--- src/rtl/ips2l_seu_uart_pkg.sv ---
// Shared definitions for the SEU debug UART (transmitter now, receiver later).
// IPS2L_SEU_UART_TX_TWO_STOP_EN adds the STOP2 state to the encoding.
package ips2l_seu_uart_pkg;

  localparam int UART_DATA_W         = 8;
  localparam int UART_OVERSAMPLE_DEF = 6;
  localparam int UART_TICK_W         = 4;
  localparam int UART_BIT_CNT_W      = 3;

`ifdef IPS2L_SEU_UART_TX_TWO_STOP_EN
  localparam int UART_ST_W = 3;
`else
  localparam int UART_ST_W = 2;
`endif

  localparam logic [UART_ST_W-1:0] ST_IDLE  = UART_ST_W'(0);
  localparam logic [UART_ST_W-1:0] ST_START = UART_ST_W'(1);
  localparam logic [UART_ST_W-1:0] ST_DATA  = UART_ST_W'(2);
  localparam logic [UART_ST_W-1:0] ST_STOP  = UART_ST_W'(3);
`ifdef IPS2L_SEU_UART_TX_TWO_STOP_EN
  localparam logic [UART_ST_W-1:0] ST_STOP2 = UART_ST_W'(4);
`endif

endpackage

--- src/rtl/ips2l_seu_uart_bit_timer.sv ---
// Oversample tick counter: counts 0..OVERSAMPLE-1 on clk_en, flags the last
// tick of each bit period. clr holds it at zero (used while the line is idle).
module ips2l_seu_uart_bit_timer
  import ips2l_seu_uart_pkg::*;
#(
  parameter int OVERSAMPLE = UART_OVERSAMPLE_DEF
) (
  input  logic clk,
  input  logic rst_n,
  input  logic clk_en,
  input  logic clr,
  output logic bit_end
);

  localparam logic [UART_TICK_W-1:0] TICK_LAST = UART_TICK_W'(OVERSAMPLE - 1);

  logic [UART_TICK_W-1:0] tick_cnt_q;
  logic [UART_TICK_W-1:0] tick_cnt_d;

  assign bit_end = clk_en && (tick_cnt_q == TICK_LAST);

  always_comb begin
    tick_cnt_d = tick_cnt_q;
    if (clr) begin
      tick_cnt_d = '0;
    end else if (clk_en) begin
      tick_cnt_d = bit_end ? '0 : tick_cnt_q + UART_TICK_W'(1);
    end
  end

  always_ff @(posedge clk or negedge rst_n) begin
    if (!rst_n) begin
      tick_cnt_q <= '0;
    end else begin
      tick_cnt_q <= tick_cnt_d;
    end
  end

endmodule

--- src/rtl/ips2l_seu_uart_tx.sv ---
// SEU debug UART transmitter: pops bytes from a FWFT FIFO and sends 8N1 frames
// (8N2 when IPS2L_SEU_UART_TX_TWO_STOP_EN is defined), timed by clk_en ticks.
module ips2l_seu_uart_tx
  import ips2l_seu_uart_pkg::*;
#(
  parameter int OVERSAMPLE = UART_OVERSAMPLE_DEF
) (
  input  logic                   clk,
  input  logic                   rst_n,
  input  logic                   clk_en,
  input  logic [UART_DATA_W-1:0] tx_fifo_rd_data,
  input  logic                   tx_fifo_rd_data_valid,
  output logic                   tx_fifo_rd_data_req,
  output logic                   tx_busy,
  output logic                   txd
);

`ifdef IPS2L_SEU_UART_TX_TWO_STOP_EN
  localparam logic [UART_ST_W-1:0] ST_LAST_STOP = ST_STOP2;
`else
  localparam logic [UART_ST_W-1:0] ST_LAST_STOP = ST_STOP;
`endif

  logic [UART_ST_W-1:0]      state_q, state_d;
  logic [UART_DATA_W-1:0]    shift_q, shift_d;
  logic [UART_BIT_CNT_W-1:0] bit_cnt_q, bit_cnt_d;
  logic                      txd_q, txd_d;
  logic                      bit_end;
  logic                      pop;

  ips2l_seu_uart_bit_timer #(
    .OVERSAMPLE (OVERSAMPLE)
  ) u_bit_timer (
    .clk     (clk),
    .rst_n   (rst_n),
    .clk_en  (clk_en),
    .clr     (state_q == ST_IDLE),
    .bit_end (bit_end)
  );

  // FIFO handshake: FWFT head is valid while tx_fifo_rd_data_valid is high;
  // tx_fifo_rd_data_req is a one-cycle pop, only asserted with clk_en and
  // valid, on the same edge that latches the head byte into shift_q.
  always_comb begin
    pop = 1'b0;
    if (clk_en && tx_fifo_rd_data_valid) begin
      pop = (state_q == ST_IDLE) || (state_q == ST_LAST_STOP && bit_end);
    end
  end

  assign tx_fifo_rd_data_req = pop;
  assign tx_busy             = (state_q != ST_IDLE);
  assign txd                 = txd_q;

  always_comb begin
    state_d   = state_q;
    shift_d   = shift_q;
    bit_cnt_d = bit_cnt_q;
    txd_d     = txd_q;
    case (state_q)
      ST_IDLE: ;
      ST_START: begin
        if (bit_end) begin
          state_d   = ST_DATA;
          txd_d     = shift_q[0];
          bit_cnt_d = '0;
        end
      end
      ST_DATA: begin
        if (bit_end) begin
          shift_d   = shift_q >> 1;
          bit_cnt_d = bit_cnt_q + UART_BIT_CNT_W'(1);
          if (bit_cnt_q == UART_BIT_CNT_W'(7)) begin
            state_d = ST_STOP;
            txd_d   = 1'b1;
          end else begin
            txd_d   = shift_q[1];
          end
        end
      end
`ifdef IPS2L_SEU_UART_TX_TWO_STOP_EN
      ST_STOP: begin
        if (bit_end) begin
          state_d = ST_STOP2;
          txd_d   = 1'b1;
        end
      end
`endif
      ST_LAST_STOP: begin
        if (bit_end) begin
          state_d = ST_IDLE;
        end
      end
      default: state_d = ST_IDLE;
    endcase

    // A pop always starts a new frame, whether from IDLE or back-to-back.
    if (pop) begin
      shift_d = tx_fifo_rd_data;
      state_d = ST_START;
      txd_d   = 1'b0;
    end
  end

  always_ff @(posedge clk or negedge rst_n) begin
    if (!rst_n) begin
      state_q   <= ST_IDLE;
      shift_q   <= '0;
      bit_cnt_q <= '0;
      txd_q     <= 1'b1;
    end else begin
      state_q   <= state_d;
      shift_q   <= shift_d;
      bit_cnt_q <= bit_cnt_d;
      txd_q     <= txd_d;
    end
  end

endmodule

--- config.mk ---
export PLATFORM = sky130hd
export DESIGN_NAME = ips2l_seu_uart_tx
export DESIGN_NICKNAME = d
export VERILOG_FILES = /design/src/rtl/ips2l_seu_uart_pkg.sv /design/src/rtl/ips2l_seu_uart_bit_timer.sv /design/src/rtl/ips2l_seu_uart_tx.sv
export SDC_FILE = /design/constraint.sdc
export NUM_CORES = 1
export LEC_CHECK = 0
export ABC_CLOCK_PERIOD_IN_PS = 1880
export BUFFER_PORTS_ARGS = -buffer_cell sky130_fd_sc_hd__buf_2
export CORE_UTILIZATION = 50
export CTS_CLUSTER_DIAMETER = 200
export DETAILED_ROUTE_END_ITERATION = 16
export PLACE_DENSITY = 0.76
export SETUP_SLACK_MARGIN = 0.2
export SLEW_MARGIN = 0
export SYNTH_ARGS = -nofsm -noshare
export SYNTH_HDL_FRONTEND = slang
export SYNTH_SLANG_ARGS = --single-unit
--- constraint.sdc ---
create_clock -name clk -period 1.88 [get_ports clk]
set_clock_uncertainty 0.2 [all_clocks]
set_input_delay 0.376 -clock clk [delete_from_list [all_inputs] [get_ports clk]]
set_output_delay 0.376 -clock clk [all_outputs]
set_load 0.01 [all_outputs]
# Word-level counts from Yosys, hierarchy flattened
# Cells that the tools add are included.
[word_totals] ff_bits=18 latchBits=0 ram_bits=0 romBits=0 inputBits=12 out_inout_bits=3 word_cells=55 n_memories=0
[op_classes] addsub=2 n_mul=0 n_div=0 n_lt_le_gt_ge=0 eq_ne=11 shift=0 muxes=21 bitwise_logic=0 reduce_logical=16
[ops] op="$mux 8" count=3
[ops] op="$mux 4" count=3
[ops] op="$ne 3x3->1 const B" count=4
[ops] op="$mux 2" count=5
[ops] op="$reduce_bool 2->1" count=5
[ops] op="$mux 3" count=2
[ops] op="$pmux 2 s3" count=1
[ops] op="$pmux 3 s2" count=1
[ops] op="$reduce_and 3->1" count=2
[ops] op="$mux 1" count=5
[ops] op="$reduce_and 5->1" count=1
[ops] op="$add 4x1->4 const B" count=1
[ops] op="$eq 2x2->1 const B" count=2
[ops] op="$eq 4x3->1 const B" count=1
[ops] op="$ne 2x2->1 const B" count=2
[ops] op="$reduce_bool 4->1" count=1
[ops] op="$add 3x1->3 const B" count=1
[ops] op="$eq 3x3->1 const B" count=1
[ops] op="$logic_and 1x1->1" count=3
[ops] op="$reduce_bool 3->1" count=1
[ops] op="$eq 2x1->1 const B" count=1
[ops] op="$logic_not 2->1" count=1
[ops] op="$pmux 1 s2" count=1
[ops] op="$reduce_and 2->1" count=1
[ops] op="$logic_or 1x1->1" count=1

# Logic depth before layout (Yosys ltp)
# Gate-level depths: netlist of run 1.
[logic_depth] depth_word=7 ltp_mapped=8 mapped_depth_nobuf=6

# Cells and area by module
# A second synthesis of run 1 with hierarchy kept.
[hier_totals] cells_unflattened=91 area_unflattened_um2=1054.8
[modules_own_cells] mod="ips2l_seu_uart_tx" n_inst=1 cells_per_inst=66 area_per_inst_um2=820.8 seq_area_each_um2=351.6
[modules_own_cells] mod="ips2l_seu_uart_bit_timer" n_inst=1 cells_per_inst=25 area_per_inst_um2=234.0 seq_area_each_um2=100.1

# Worst setup path before layout of run 1
# Ideal clock, no wire load.
[synth_path] path_kind="reg-to-reg" start="reg u_bit_timer.tick_cnt_q[0]" end="reg shift_q[0]" setup_ps=125 t_arrival_ps=1606 required_time_ps=1555 setup_slack_ps=-51 path_stages_with_launch=7 n_path_buf=1 synth_period_minus_slack_ps=1931 cell_sequence="dfrtp_1 > ha_1 > and4b_1 > buf_6 > nand2_4 > mux2_1 > mux2_4"
[synth_between] elab_chain_len=7 elab_cells_between_ends=9 classes_between="1 x eq/ne; 2 x mux; 6 x reduce/logical"
[synth_rtl] item="start, declared" line_no="ips2l_seu_uart_bit_timer.sv:17" text="logic [UART_TICK_W-1:0] tick_cnt_q;"
[synth_rtl] item="start signal, assigned" line_no="ips2l_seu_uart_bit_timer.sv:35" text="tick_cnt_q <= tick_cnt_d;"
[synth_rtl] item="$eq 4x3->1 (*)" line_no="ips2l_seu_uart_bit_timer.sv:20" text="assign bit_end = clk_en && (tick_cnt_q == TICK_LAST);"
[synth_rtl] item="$logic_and 1x1->1 (*)" line_no="ips2l_seu_uart_bit_timer.sv:20"
[synth_rtl] item="$logic_and 1x1->1" line_no="ips2l_seu_uart_tx.sv:47" text="pop = (state_q == ST_IDLE) || (state_q == ST_LAST_STOP && bit_end);"
[synth_rtl] item="$logic_or 1x1->1" line_no="ips2l_seu_uart_tx.sv:47"
[synth_rtl] item="$mux 1" line_no="ips2l_seu_uart_tx.sv:46" text="if (clk_en && tx_fifo_rd_data_valid) begin"
[synth_rtl] item="$reduce_bool 2->1 (no line)"
[synth_rtl] item="$reduce_and 2->1 (no line)"
[synth_rtl] item="end signal, assigned" line_no="ips2l_seu_uart_tx.sv:113" text="shift_q <= shift_d;"
[synth_rtl] item="end, declared" line_no="ips2l_seu_uart_tx.sv:25" text="logic [UART_DATA_W-1:0] shift_q, shift_d;"
# Every way passes the cells marked *; elsewhere a longest branch is shown, timed or not.
# A chain may end at the register's enable or synchronous reset.

# Worst setup path in the final report of run 1
[layout_path] start="reg u_bit_timer.tick_cnt_q[1]" end="out tx_fifo_rd_data_req"
[layout_between] elab_chain_len=5
[layout_rtl] item="$eq 4x3->1" line_no="ips2l_seu_uart_bit_timer.sv:20"
[layout_rtl] item="$logic_and 1x1->1" line_no="ips2l_seu_uart_bit_timer.sv:20"
[layout_rtl] item="$logic_and 1x1->1" line_no="ips2l_seu_uart_tx.sv:47"
[layout_rtl] item="$logic_or 1x1->1" line_no="ips2l_seu_uart_tx.sv:47"
[layout_rtl] item="$mux 1" line_no="ips2l_seu_uart_tx.sv:46"
[layout_rtl] item="end, declared" line_no="ips2l_seu_uart_tx.sv:13" text="output logic tx_fifo_rd_data_req,"
# No other way between the ends.

==> results.py, run 1 <==
metrics = {
    "cells_and_area": {
        "fraction_of_final_layout_cells_sized_beyond_drive_strength_1_pct": 45.3,
        "final_core_density_pct": 70.3,
        "fill_cells": 157,
        "fin_nets": 149,
        "count_of_inserted_antenna_diode_cells": 0,
        "synthToLayoutAreaGrowth_pct": 31.7,
    },
    "sta": {
        "timing.final.max_slew_violations": 0,
        "worst-slew-pin-transition_ns": 0.401,
        "post-route-min-period_ns": 2.08,
        "worst_slew_margin_rel_pct": 73.3,
        "final-hold-violation-count": 0,
        "setup_ws_ns": -0.205,
        "worst_case_hold_slack_ns": 0.111,
        "timing.fmax_mhz": 480,
        "setup_violations": 11,
        "rsz0062_at_grt": "true",
        "tcrit_tclk_final_pct": 111,
    },
    "routing": {
        "vias": 822,
        "drt-total-wl_um": 2100,
        "drt_drc_violations_left": 0,
        "routed_via_density": 5.30,
        "drt_iter0_markers": 14,
        "drt-pass1-iter-count": 4,
        "drt-wirelength-per-cell_um": 13.6,
        "antenna_violating_nets_post_route": 0,
    },
    "critical_path": {
        "critical_path_class": "reg -> out",
        "critical-path-top-delay-family": "simple AND/OR/NAND/NOR gates",
        "worstSetupEndpointType": "primary output",
        "crit_path_cell_trace": "inv_1 -> ha_2 -> and4b_2 -> a21oi_4 -> nor2_4 -> buf_6",
        "cpPeakStageDelay_ns": 0.40,
        "path_buf_inv": 2,
        "cp-start-kind": "flop",
        "cell_type_of_the_slowest_stage_on_the_worst_timing_path": "sky130_fd_sc_hd__dfrtp_1",
        "cp_max_fo": 3,
        "crit_arrival_ns": 1.51,
        "cp_data_required_time_ns": 1.30,
    },
    "logic_synthesis": {
        "synthTopCellsByCount": "17 x sky130_fd_sc_hd__dfrtp_1, 8 x sky130_fd_sc_hd__ha_1, 7 x sky130_fd_sc_hd__mux2_1, 6 x sky130_fd_sc_hd__inv_1, 6 x sky130_fd_sc_hd__o21ai_0",
        "synth_top_cells_by_area": "sky130_fd_sc_hd__dfrtp_1 40%, sky130_fd_sc_hd__ha_1 9.5%, sky130_fd_sc_hd__mux2_1 7.4%",
        "syn_avg_cell_area_um2": 11.6,
        "netlist_area_mm2": 0.00106,
        "yosys.area.top_type": "sky130_fd_sc_hd__dfrtp_1",
        "post_synth_inst_count": 91,
        "synthesis.nets": 111,
        "synth_top_area_share_pct": 40.2,
        "yosysUniqueCellTypes": 33,
        "ys_warn_count": 0,
        "synth.ff_latch_count": 18,
        "synth_edf_count": 0,
        "primary_flip_flop_cell_chosen_by_synthesis_mapping": "sky130_fd_sc_hd__dfrtp_1",
        "synth_most_common_cell": "sky130_fd_sc_hd__dfrtp_1",
        "ys_async_sr_fraction_pct": 100,
        "synth_seq_area_share_pct": 42.7,
    },
    "clock_tree": {
        "clk_pin_slew_ns": 0.10,
        "cts_root_buf": "sky130_fd_sc_hd__clkbuf_4",
        "cts.htree.levels": 1,
        "tritoncts_num_sinks": 18,
        "tritoncts": "built",
        "numCtsBuffers": 3,
        "clk_latency_ns": 0.28,
        "ctsLongestPathBuffers": 2,
    },
    "pwr": {
        "p_clk_share_pct": 10.8,
        "intPower_mw": 1.18,
        "vdd.ir_drop.worst_uv": 719,
        "seq_pwr_share_pct": 35.9,
        "power.share.switching_pct": 35.0,
        "total_leakage_power_nw": 0.683,
        "net_sw_power_uw": 633,
        "power.density_mw_per_mm2": 1300,
        "comb_pwr_share_pct": 53.3,
    },
    "die": {
        "dieHeight_um": 48.0,
        "die_width_um": 48.0,
        "boundaryPins": 15,
        "placeableCoreArea_mm2": 0.00198,
        "core.rowCount": 16,
        "dieArea_mm2": 0.00230,
        "initial_core_util_pct": 53.4,
    },
    "min_path": {
        "timing.hold.worst.class": "in -> reg",
    },
    "placement": {
        "port_buffers": 14,
        "routabilityCongestion": 0.776,
        "detailedPlacementHpwl_um": 1530,
    },
    "global_route": {
        "maximum_number_of_pins_on_one_net_before_global_route_repair": 19,
        "antenna_violations_before_repair": 0,
        "grt_first_pass_wirelength_um": 3300,
        "number_of_global_route_vias_before_repair": 771,
        "grt_use_total_pct": 21.3,
        "grt.overflow.total": 0,
    },
    "flow_run": {
        "maxCapViolations": 0,
    },
    "run_status": {
        "outcome": "finished with violations",
        "failing_checks": "negative setup slack",
    },
}
[registers in the layout (all words and copies together), names as in the netlist]
signal	cells
bit_cnt_q	3
shift_q	8
state_q	2
txd	1
u_bit_timer.tick_cnt_q	4
[final timing paths]
kind,startpoint,to,slack [ns],cells after the start
min reg2reg,bit_cnt_q[2],bit_cnt_q[2],0.31,1
min,tx_fifo_rd_data[7],shift_q[7],0.11,3
max reg2reg,u_bit_timer.tick_cnt_q[1],shift_q[0],-0.17,7
max,u_bit_timer.tick_cnt_q[1],tx_fifo_rd_data_req,-0.20,6
max in group asynchronous,rst_n,txd,0.82,2
min in group asynchronous,rst_n,u_bit_timer.tick_cnt_q[2],0.34,2
[power groups by stage]
stage               logic (mW)  registers, mW  clock network [mW]
finish                   0.964          0.649               0.195
global route              1.07          0.663               0.220
CTS                      0.940          0.648               0.200
detailed placement       0.792          0.651                   0
global placement         0.752          0.641                   0
floorplan                0.554          0.631                   0
[worst register-to-register path: stages, from the launching register on]
cell,delay (ns)
sky130_fd_sc_hd__dfrtp_1,0.40
sky130_fd_sc_hd__inv_1,0.06
sky130_fd_sc_hd__ha_2,0.16
sky130_fd_sc_hd__and4b_2,0.28
sky130_fd_sc_hd__buf_4,0.16
sky130_fd_sc_hd__nand2_8,0.08
sky130_fd_sc_hd__mux2_1,0.34
sky130_fd_sc_hd__mux2_4,0.27
[routing by layer]
layer  GRT usage (%)  wire length, um  vias up
li1                -                -      401
met1            26.3              928      406
met2            37.0             1110       13
met3            4.53               54        2
met4            6.67               15        0
met5               0                0        -
[cell type report]
type,count,area [um^2],share of cell area (%)
inverter,6,22.5,1.62
multi-input combinational,63,594,42.6
timing repair buffer,37,265,19.0
tap,27,33.8,2.42
sequential,18,452,32.4
clock buffer,4,26.3,1.89
[logic make-up after synthesis]
kind of cell | count (synthesis) | share of synthesized area (%)
adders and majority gates | 8 | 9.46
AOI/OAI and AO/OA | 18 | 12.1
buffers and inverters | 10 | 5.67
xor gates and xnor gates | 1 | 0.828
DFF | 18 | 42.7
and+or+nand+nor | 19 | 9.81
muxes | 17 | 19.5
[placed cells by master, fill, tap and decap left out, types with 2 or more instances in the layout]
master                     instances
sky130_fd_sc_hd__inv_2             3
sky130_fd_sc_hd__inv_1             3
sky130_fd_sc_hd__buf_4            20
sky130_fd_sc_hd__mux2i_1           3
sky130_fd_sc_hd__a21oi_1           2
sky130_fd_sc_hd__mux2_4            6
sky130_fd_sc_hd__ha_1              6
sky130_fd_sc_hd__dfrtp_1          17
sky130_fd_sc_hd__nor2_1            5
sky130_fd_sc_hd__nand2_1           5
sky130_fd_sc_hd__mux2_1            7
sky130_fd_sc_hd__clkbuf_4          3
sky130_fd_sc_hd__buf_6             4
sky130_fd_sc_hd__o21ai_0           5
sky130_fd_sc_hd__a32o_1            2
sky130_fd_sc_hd__buf_2            12
[what timing repair did]
action,CTS,global route
endpoints found under the hold margin,17,0
pin swaps,3,1
setup endpoints to repair,16,17
gates resized for setup,12,2
hold buffers,1,0
buffers inserted,6,1
[stage by stage]
step	setup TNS, ns	cells	area, um^2	setup slack, ns	power [mW]
finish	-1.39	155	1390	-0.205	1.81
CTS	-1.32	154	1380	-0.198	1.79
global route	-2.31	155	1390	-0.273	1.95
detailed placement	-1.21	143	1250	-0.156	1.44
floorplan	-0.123	91	1070	-0.0198	1.19
global placement	-0.655	143	1250	-0.0951	1.39
(Power assumes the default switching activity.)
==> inputs of run 2 (changes only) <==
CORE_UTILIZATION = 40   (was 50)
PLACE_DENSITY = 0.63   (was 0.76)
SYNTH_HIERARCHICAL = 1   (was unset)
==> run 2 against run 1 <==
Effect of this change:
- the run still ends with negative setup slack left
- critical path depth is 1 higher
- flip-flop and latch count stayed put
- setup slack worse by 0.078 ns
- fmax is 3.6% lower
- synthesized cell count stayed put
- sequential share of layout area is 2.6 points lower
- critical endpoint unchanged
- wire length is 6.4% higher
- die area is 23% higher
- register-to-register slack worse by 0.11 ns
- utilization is 9.1 points lower
==> results.py, run 2 <==
metrics = {
    "sta": {
        "post-route-min-period_ns": 2.16,
        "rsz0062_at_grt": "true",
        "final-hold-violation-count": 0,
        "setup_violations": 11,
        "tcrit_tclk_final_pct": 115,
        "timing.fmax_mhz": 462,
        "worst-slew-pin-transition_ns": 0.412,
        "setup_ws_ns": -0.283,
        "worst_slew_margin_rel_pct": 72.5,
        "timing.final.max_slew_violations": 0,
    },
    "pwr": {
        "intPower_mw": 1.47,
        "comb_pwr_share_pct": 59.9,
        "seq_pwr_share_pct": 29.7,
        "total_leakage_power_nw": 0.733,
        "p_clk_share_pct": 10.4,
        "power.density_mw_per_mm2": 1510,
        "net_sw_power_uw": 824,
        "power.share.switching_pct": 35.9,
        "vdd.ir_drop.worst_uv": 865,
    },
    "cells_and_area": {
        "top_register": "shift_q",
        "layout.cells.most_common": "sky130_fd_sc_hd__buf_4",
        "count_of_inserted_antenna_diode_cells": 0,
        "fraction_of_final_layout_cells_sized_beyond_drive_strength_1_pct": 58.8,
        "layout_common_cells": "18 x sky130_fd_sc_hd__buf_4, 16 x sky130_fd_sc_hd__dfrtp_1, 12 x sky130_fd_sc_hd__buf_2",
        "fin_nets": 153,
        "reg.largest.list": "shift_q: 8 flops, u_bit_timer/tick_cnt_q: 4 flops, bit_cnt_q: 3 flops",
        "synthToLayoutAreaGrowth_pct": 43.9,
        "largest_reg_flops": 8,
        "final_core_density_pct": 61.3,
    },
    "flow_run": {
        "maxCapViolations": 0,
    },
    "placement": {
        "dpl_worst_slack_ns": -0.127,
        "port_buffers": 14,
        "detailedPlacementHpwl_um": 1360,
        "routabilityCongestion": 0.786,
    },
    "logic_synthesis": {
        "syn_avg_cell_area_um2": 11.6,
        "netlist_area_mm2": 0.00105,
        "synth_top_area_share_pct": 40.3,
        "yosys.area.top_type": "sky130_fd_sc_hd__dfrtp_1",
        "ys_async_sr_fraction_pct": 100,
        "synthesis.nets": 112,
        "synth_most_common_cell": "sky130_fd_sc_hd__dfrtp_1",
        "synth_edf_count": 0,
        "ys_warn_count": 6,
        "primary_flip_flop_cell_chosen_by_synthesis_mapping": "sky130_fd_sc_hd__dfrtp_1",
        "post_synth_inst_count": 91,
        "yosysUniqueCellTypes": 30,
        "synth_top_cells_by_area": "sky130_fd_sc_hd__dfrtp_1 40%, sky130_fd_sc_hd__ha_1 11%, sky130_fd_sc_hd__mux2_1 7.5%",
        "synthTopCellsByCount": "17 x sky130_fd_sc_hd__dfrtp_1, 9 x sky130_fd_sc_hd__ha_1",
        "synth.ff_latch_count": 18,
        "synth_seq_area_share_pct": 42.8,
    },
    "min_path": {
        "timing.hold.worst.class": "in -> reg",
    },
    "die": {
        "initial_core_util_pct": 42.6,
        "die_width_um": 53.4,
        "placeableCoreArea_mm2": 0.00248,
        "dieArea_mm2": 0.00285,
        "dieHeight_um": 53.4,
        "core.rowCount": 18,
        "boundaryPins": 15,
    },
    "global_route": {
        "maximum_number_of_pins_on_one_net_before_global_route_repair": 19,
        "grt_first_pass_wirelength_um": 3370,
        "antenna_violations_before_repair": 0,
        "grt_use_total_pct": 17.0,
        "number_of_global_route_vias_before_repair": 816,
        "grt.overflow.total": 0,
    },
    "critical_path": {
        "cell_type_of_the_slowest_stage_on_the_worst_timing_path": "sky130_fd_sc_hd__dfrtp_1",
        "cp_data_required_time_ns": 1.30,
        "critical_path_class": "reg -> out",
        "cpPeakStageDelay_ns": 0.42,
        "crit_path_cell_trace": "ha_4 -> nand2b_4 -> nor2_4 -> and2_4 -> a21oi_4 -> nor2_8 -> buf_6",
        "cp-start-kind": "flop",
        "cp_max_fo": 2,
        "reg2reg_setup_slack_ns": -0.28,
        "worstSetupEndpointType": "primary output",
        "crit_arrival_ns": 1.59,
    },
    "routing": {
        "routed_via_density": 5.01,
        "antenna_violating_nets_post_route": 0,
        "drt-total-wl_um": 2240,
        "drt_iter0_markers": 8,
        "vias": 807,
        "drt-wirelength-per-cell_um": 13.9,
        "drt_drc_violations_left": 0,
        "drt-pass1-iter-count": 4,
    },
    "clock_tree": {
        "numCtsBuffers": 3,
        "tritoncts": "built",
        "clk_pin_slew_ns": 0.10,
        "clk_latency_ns": 0.29,
        "tritoncts_num_sinks": 18,
        "cts.htree.levels": 1,
        "ctsLongestPathBuffers": 2,
        "cts_root_buf": "sky130_fd_sc_hd__clkbuf_4",
    },
    "run_status": {
        "failing_checks": "negative setup slack",
        "outcome": "finished with violations",
    },
}
## run 2: final cells by class
type,count,area [um^2]
multi-input combinational,66,696
sequential,18,453
timing repair buffer,37,273
inverter,6,22.5
clock buffer,4,36.3
fill,215,960
tap,30,37.5
## run 2: timing repair
item / in CTS / in global routing
pin swaps: 4 / 11
gates resized for setup: 15 / 16
setup buffers: 5 / 6
setup endpoints to repair: 19 / 19
endpoints found under the hold margin: 17 / 0
hold buffers: 1 / 0
## run 2: worst max-delay path, delay by kind of cell, from the launching register on
| family | cells | cell delay, ns |
|---|---|---|
| flip-flops | 1 | 0.42 |
| adder cells (fa/ha/maj) | 1 | 0.18 |
| buffers and inverters | 1 | 0.13 |
| AND/OR/NAND/NOR | 4 | 0.32 |
| AO/OA/AOI/OAI | 1 | 0.23 |
## run 2: stage by stage
step,setup TNS (ns),hold slack (ns),area (um^2),power [mW],instances
5_1_grt,-2.85,0.102,1520,2.46,161
3_5_place_dp,-0.724,0.130,1250,1.64,145
3_3_place_gp,-0.538,0.130,1250,1.61,145
2_1_floorplan,-0.414,-0.120,1070,1.33,91
4_1_cts,-2.16,0.0947,1410,2.07,155
6_report,-2.20,0.104,1520,2.30,161
## run 2: final timing paths
| path | start | to | cells after the start |
|---|---|---|---|
| max in group asynchronous | rst_n | txd | 2 |
| hold reg to reg | txd | txd | 2 |
| setup / recovery | u_bit_timer/tick_cnt_q[0] | tx_fifo_rd_data_req | 7 |
| min in group asynchronous | rst_n | u_bit_timer/tick_cnt_q[1] | 2 |
| setup reg to reg | u_bit_timer/tick_cnt_q[1] | state_q[0] | 9 |
| hold / removal | tx_fifo_rd_data[0] | shift_q[0] | 2 |
## run 2: metal layers
metal / up-vias / GRT usage, % / part of all wire [%]
met5: - / 0 / 0
met4: 0 / 7.89 / 0.58
met3: 2 / 2.01 / 2.4
met2: 11 / 28.3 / 51
met1: 391 / 21.5 / 46
li1: 403 / - / -
## run 2: cell families after synthesis
group           count (synthesis)  share of synthesized area (%)
simple gates                   22                           11.6
buf+inv                         7                           2.61
mux                            17                           18.3
compound gates                 18                           14.0
flops                          18                           42.8
fa+ha+maj                       9                           10.7
## run 2: power groups by stage
stage          clock [mW]  combinational, mW  sequential, mW
2_1_floorplan           0              0.666           0.664
3_3_place_gp            0              0.938           0.670
3_5_place_dp            0              0.963           0.675
4_1_cts             0.247               1.16           0.664
5_1_grt             0.260               1.50           0.701
6_report            0.239               1.38           0.681
==> inputs of run 3 (changes only) <==
ABC_CLOCK_PERIOD_IN_PS = 2300   (was 1880)
PLACE_DENSITY = 0.55   (was 0.63)
clock period = 2.3 ns   (was 1.88 ns; I/O delays follow)
==> run 3 against run 2 <==
Effect of this change:
- sequential share of layout area increased by 2.2 points
- critical path depth unchanged
- first-iteration DRC count unchanged
- register-to-register slack improved by 0.40 ns
- highest routed layer unchanged
- clock power decreased by 15%
- global-route usage increased by 2.7 points
- critical endpoint unchanged
- utilization decreased by 4.3 points
- largest cell class unchanged
- the run now ends clean
- combinational power decreased by 34%
==> results.py, run 3 (same netlist as run 2, synthesis figures left out) <==
metrics = {
    "sta": {
        "timing.fmax_mhz": 443,
        "rsz0062_at_grt": "true",
        "setup_violations": 0,
        "post-route-min-period_ns": 2.25,
        "tcrit_tclk_final_pct": 98.0,
        "final-hold-violation-count": 0,
        "worst_case_hold_slack_ns": 0.173,
        "setup_ws_ns": 0.0451,
        "worst-slew-pin-transition_ns": 0.422,
        "worst_slew_margin_rel_pct": 71.8,
        "timing.final.max_slew_violations": 0,
    },
    "global_route": {
        "grt_first_pass_wirelength_um": 3870,
        "maximum_number_of_pins_on_one_net_before_global_route_repair": 19,
        "grt_use_total_pct": 19.6,
        "grt.overflow.total": 0,
        "number_of_global_route_vias_before_repair": 849,
        "antenna_violations_before_repair": 0,
    },
    "cells_and_area": {
        "postLayoutCellArea_mm2": 0.00141,
        "layout.cells.most_common": "sky130_fd_sc_hd__dfrtp_1",
        "top_register": "shift_q",
        "count_of_inserted_antenna_diode_cells": 0,
        "reg.largest.list": "shift_q: 8 flops, u_bit_timer/tick_cnt_q: 4 flops, bit_cnt_q: 3 flops",
        "fin_nets": 146,
        "fraction_of_final_layout_cells_sized_beyond_drive_strength_1_pct": 50.0,
        "synthToLayoutAreaGrowth_pct": 33.8,
        "layout_common_cells": "17 x sky130_fd_sc_hd__dfrtp_1, 13 x sky130_fd_sc_hd__buf_2, 13 x sky130_fd_sc_hd__buf_4, 8 x sky130_fd_sc_hd__mux2_4, 7 x sky130_fd_sc_hd__mux2_2",
        "final_cells": 154,
        "largest_reg_flops": 8,
    },
    "critical_path": {
        "cp_data_required_time_ns": 1.64,
        "cp-start-kind": "flop",
        "worstSetupEndpointType": "primary output",
        "crit_arrival_ns": 1.59,
        "critical_path_class": "reg -> out",
        "cp_max_fo": 3,
    },
    "routing": {
        "drt_iter0_markers": 8,
        "routed_via_density": 5.11,
        "vias": 787,
        "drt_drc_violations_left": 0,
        "antenna_violating_nets_post_route": 0,
        "drt-total-wl_um": 2220,
        "drt-wirelength-per-cell_um": 14.4,
        "drt-pass1-iter-count": 4,
    },
    "placement": {
        "dp_cells": 137,
        "detailedPlacementHpwl_um": 1350,
        "routabilityCongestion": 0.683,
        "dpl-instance-area_mm2": 0.00118,
        "port_buffers": 14,
        "dpl_worst_slack_ns": 0.0645,
    },
    "clock_tree": {
        "clk_pin_slew_ns": 0.11,
        "cts.htree.levels": 1,
        "numCtsBuffers": 3,
        "clk_latency_ns": 0.31,
        "cts_root_buf": "sky130_fd_sc_hd__clkbuf_4",
        "ctsLongestPathBuffers": 2,
        "tritoncts": "built",
        "tritoncts_num_sinks": 18,
    },
    "pwr": {
        "vdd.ir_drop.worst_uv": 867,
        "totalPowerFinal_mw": 1.68,
        "net_sw_power_uw": 615,
        "seq_pwr_share_pct": 33.3,
        "power.density_mw_per_mm2": 1190,
        "comb_pwr_share_pct": 54.5,
        "intPower_mw": 1.06,
        "p_clk_share_pct": 12.2,
        "total_leakage_power_nw": 0.697,
        "power.share.switching_pct": 36.6,
    },
    "die": {
        "initial_core_util_pct": 42.6,
        "die_width_um": 53.4,
        "dieHeight_um": 53.4,
        "boundaryPins": 15,
        "dieArea_mm2": 0.00285,
        "placeableCoreArea_mm2": 0.00248,
        "core.rowCount": 18,
    },
    "run_status": {
        "outcome": "finished, final reports clean",
    },
    "flow_run": {
        "maxCapViolations": 0,
    },
    "min_path": {
        "timing.hold.worst.class": "in -> reg",
    },
}
## run 3: changes by cell type in the layout (fill, tap and decap cells not counted), moves of 2 or more
cell,previous run,this run
sky130_fd_sc_hd__buf_4,18,13
sky130_fd_sc_hd__buf_6,6,1
sky130_fd_sc_hd__ha_2,0,2
sky130_fd_sc_hd__inv_2,4,0
sky130_fd_sc_hd__inv_1,2,6
## run 3: path summary, 6_finish.rpt
check,start,endpoint,slack [ns],cells after the start
max,u_bit_timer/tick_cnt_q[0],tx_fifo_rd_data_req,0.05,7
min,tx_fifo_rd_data[7],shift_q[7],0.17,3
max reg2reg,u_bit_timer/tick_cnt_q[1],state_q[0],0.12,10
min reg2reg,txd,txd,0.28,2
max in group asynchronous,rst_n,txd,1.16,2
min in group asynchronous,rst_n,state_q[1],0.40,2
## run 3: critical path, stage by stage (launching register included)
cell                       delay [ns]
sky130_fd_sc_hd__dfrtp_1         0.42
sky130_fd_sc_hd__ha_2            0.19
sky130_fd_sc_hd__nand2b_1        0.10
sky130_fd_sc_hd__nor2_2          0.05
sky130_fd_sc_hd__and2_4          0.14
sky130_fd_sc_hd__a21oi_4         0.21
sky130_fd_sc_hd__nor2_8          0.05
sky130_fd_sc_hd__buf_6           0.12
## run 3: stage by stage
stage | util, % | TNS (ns)
after floorplan | - | 0
after global placement | 47.7 | 0
after detailed placement | 47.7 | 0
after CTS | 55.8 | 0
after global routing | 57.0 | -0.0570
final | 57.0 | 0
## run 3: power by group through the flow
| stage | clock (mW) | sequential [mW] | combinational, mW |
|---|---|---|---|
| 6_report | 0.204 | 0.559 | 0.916 |
| 5_1_grt | 0.233 | 0.580 | 1.01 |
| 3_5_place_dp | 0 | 0.568 | 0.669 |
| 4_1_cts | 0.210 | 0.555 | 0.867 |
| 3_3_place_gp | 0 | 0.560 | 0.657 |
| 2_1_floorplan | 0 | 0.543 | 0.523 |
## run 3: repair_timing
item / in CTS / in global routing
gates cloned: 1 / 0
resized for setup: 16 / 5
endpoints found under the hold margin: 17 / 0
endpoints found under the setup margin: 10 / 13
pin swaps: 4 / 1
buffers inserted: 10 / 1
hold buffers: 1 / 0
## run 3: metal layers
metal	wire [um]	vias up	GRT usage (%)
met4	29	0	6.58
met5	0	-	0
met1	1040	375	24.0
met2	1070	14	32.3
met3	77	5	6.03
li1	-	393	-
## run 3: final cells by class
cell class	instances	area (um^2)
Sequential cell	18	452
Fill cell	227	1070
Tap cell	30	37.5
Multi-Input combinational cell	67	664
Clock buffer	4	36.3
Inverter	6	22.5
Timing Repair Buffer	29	199
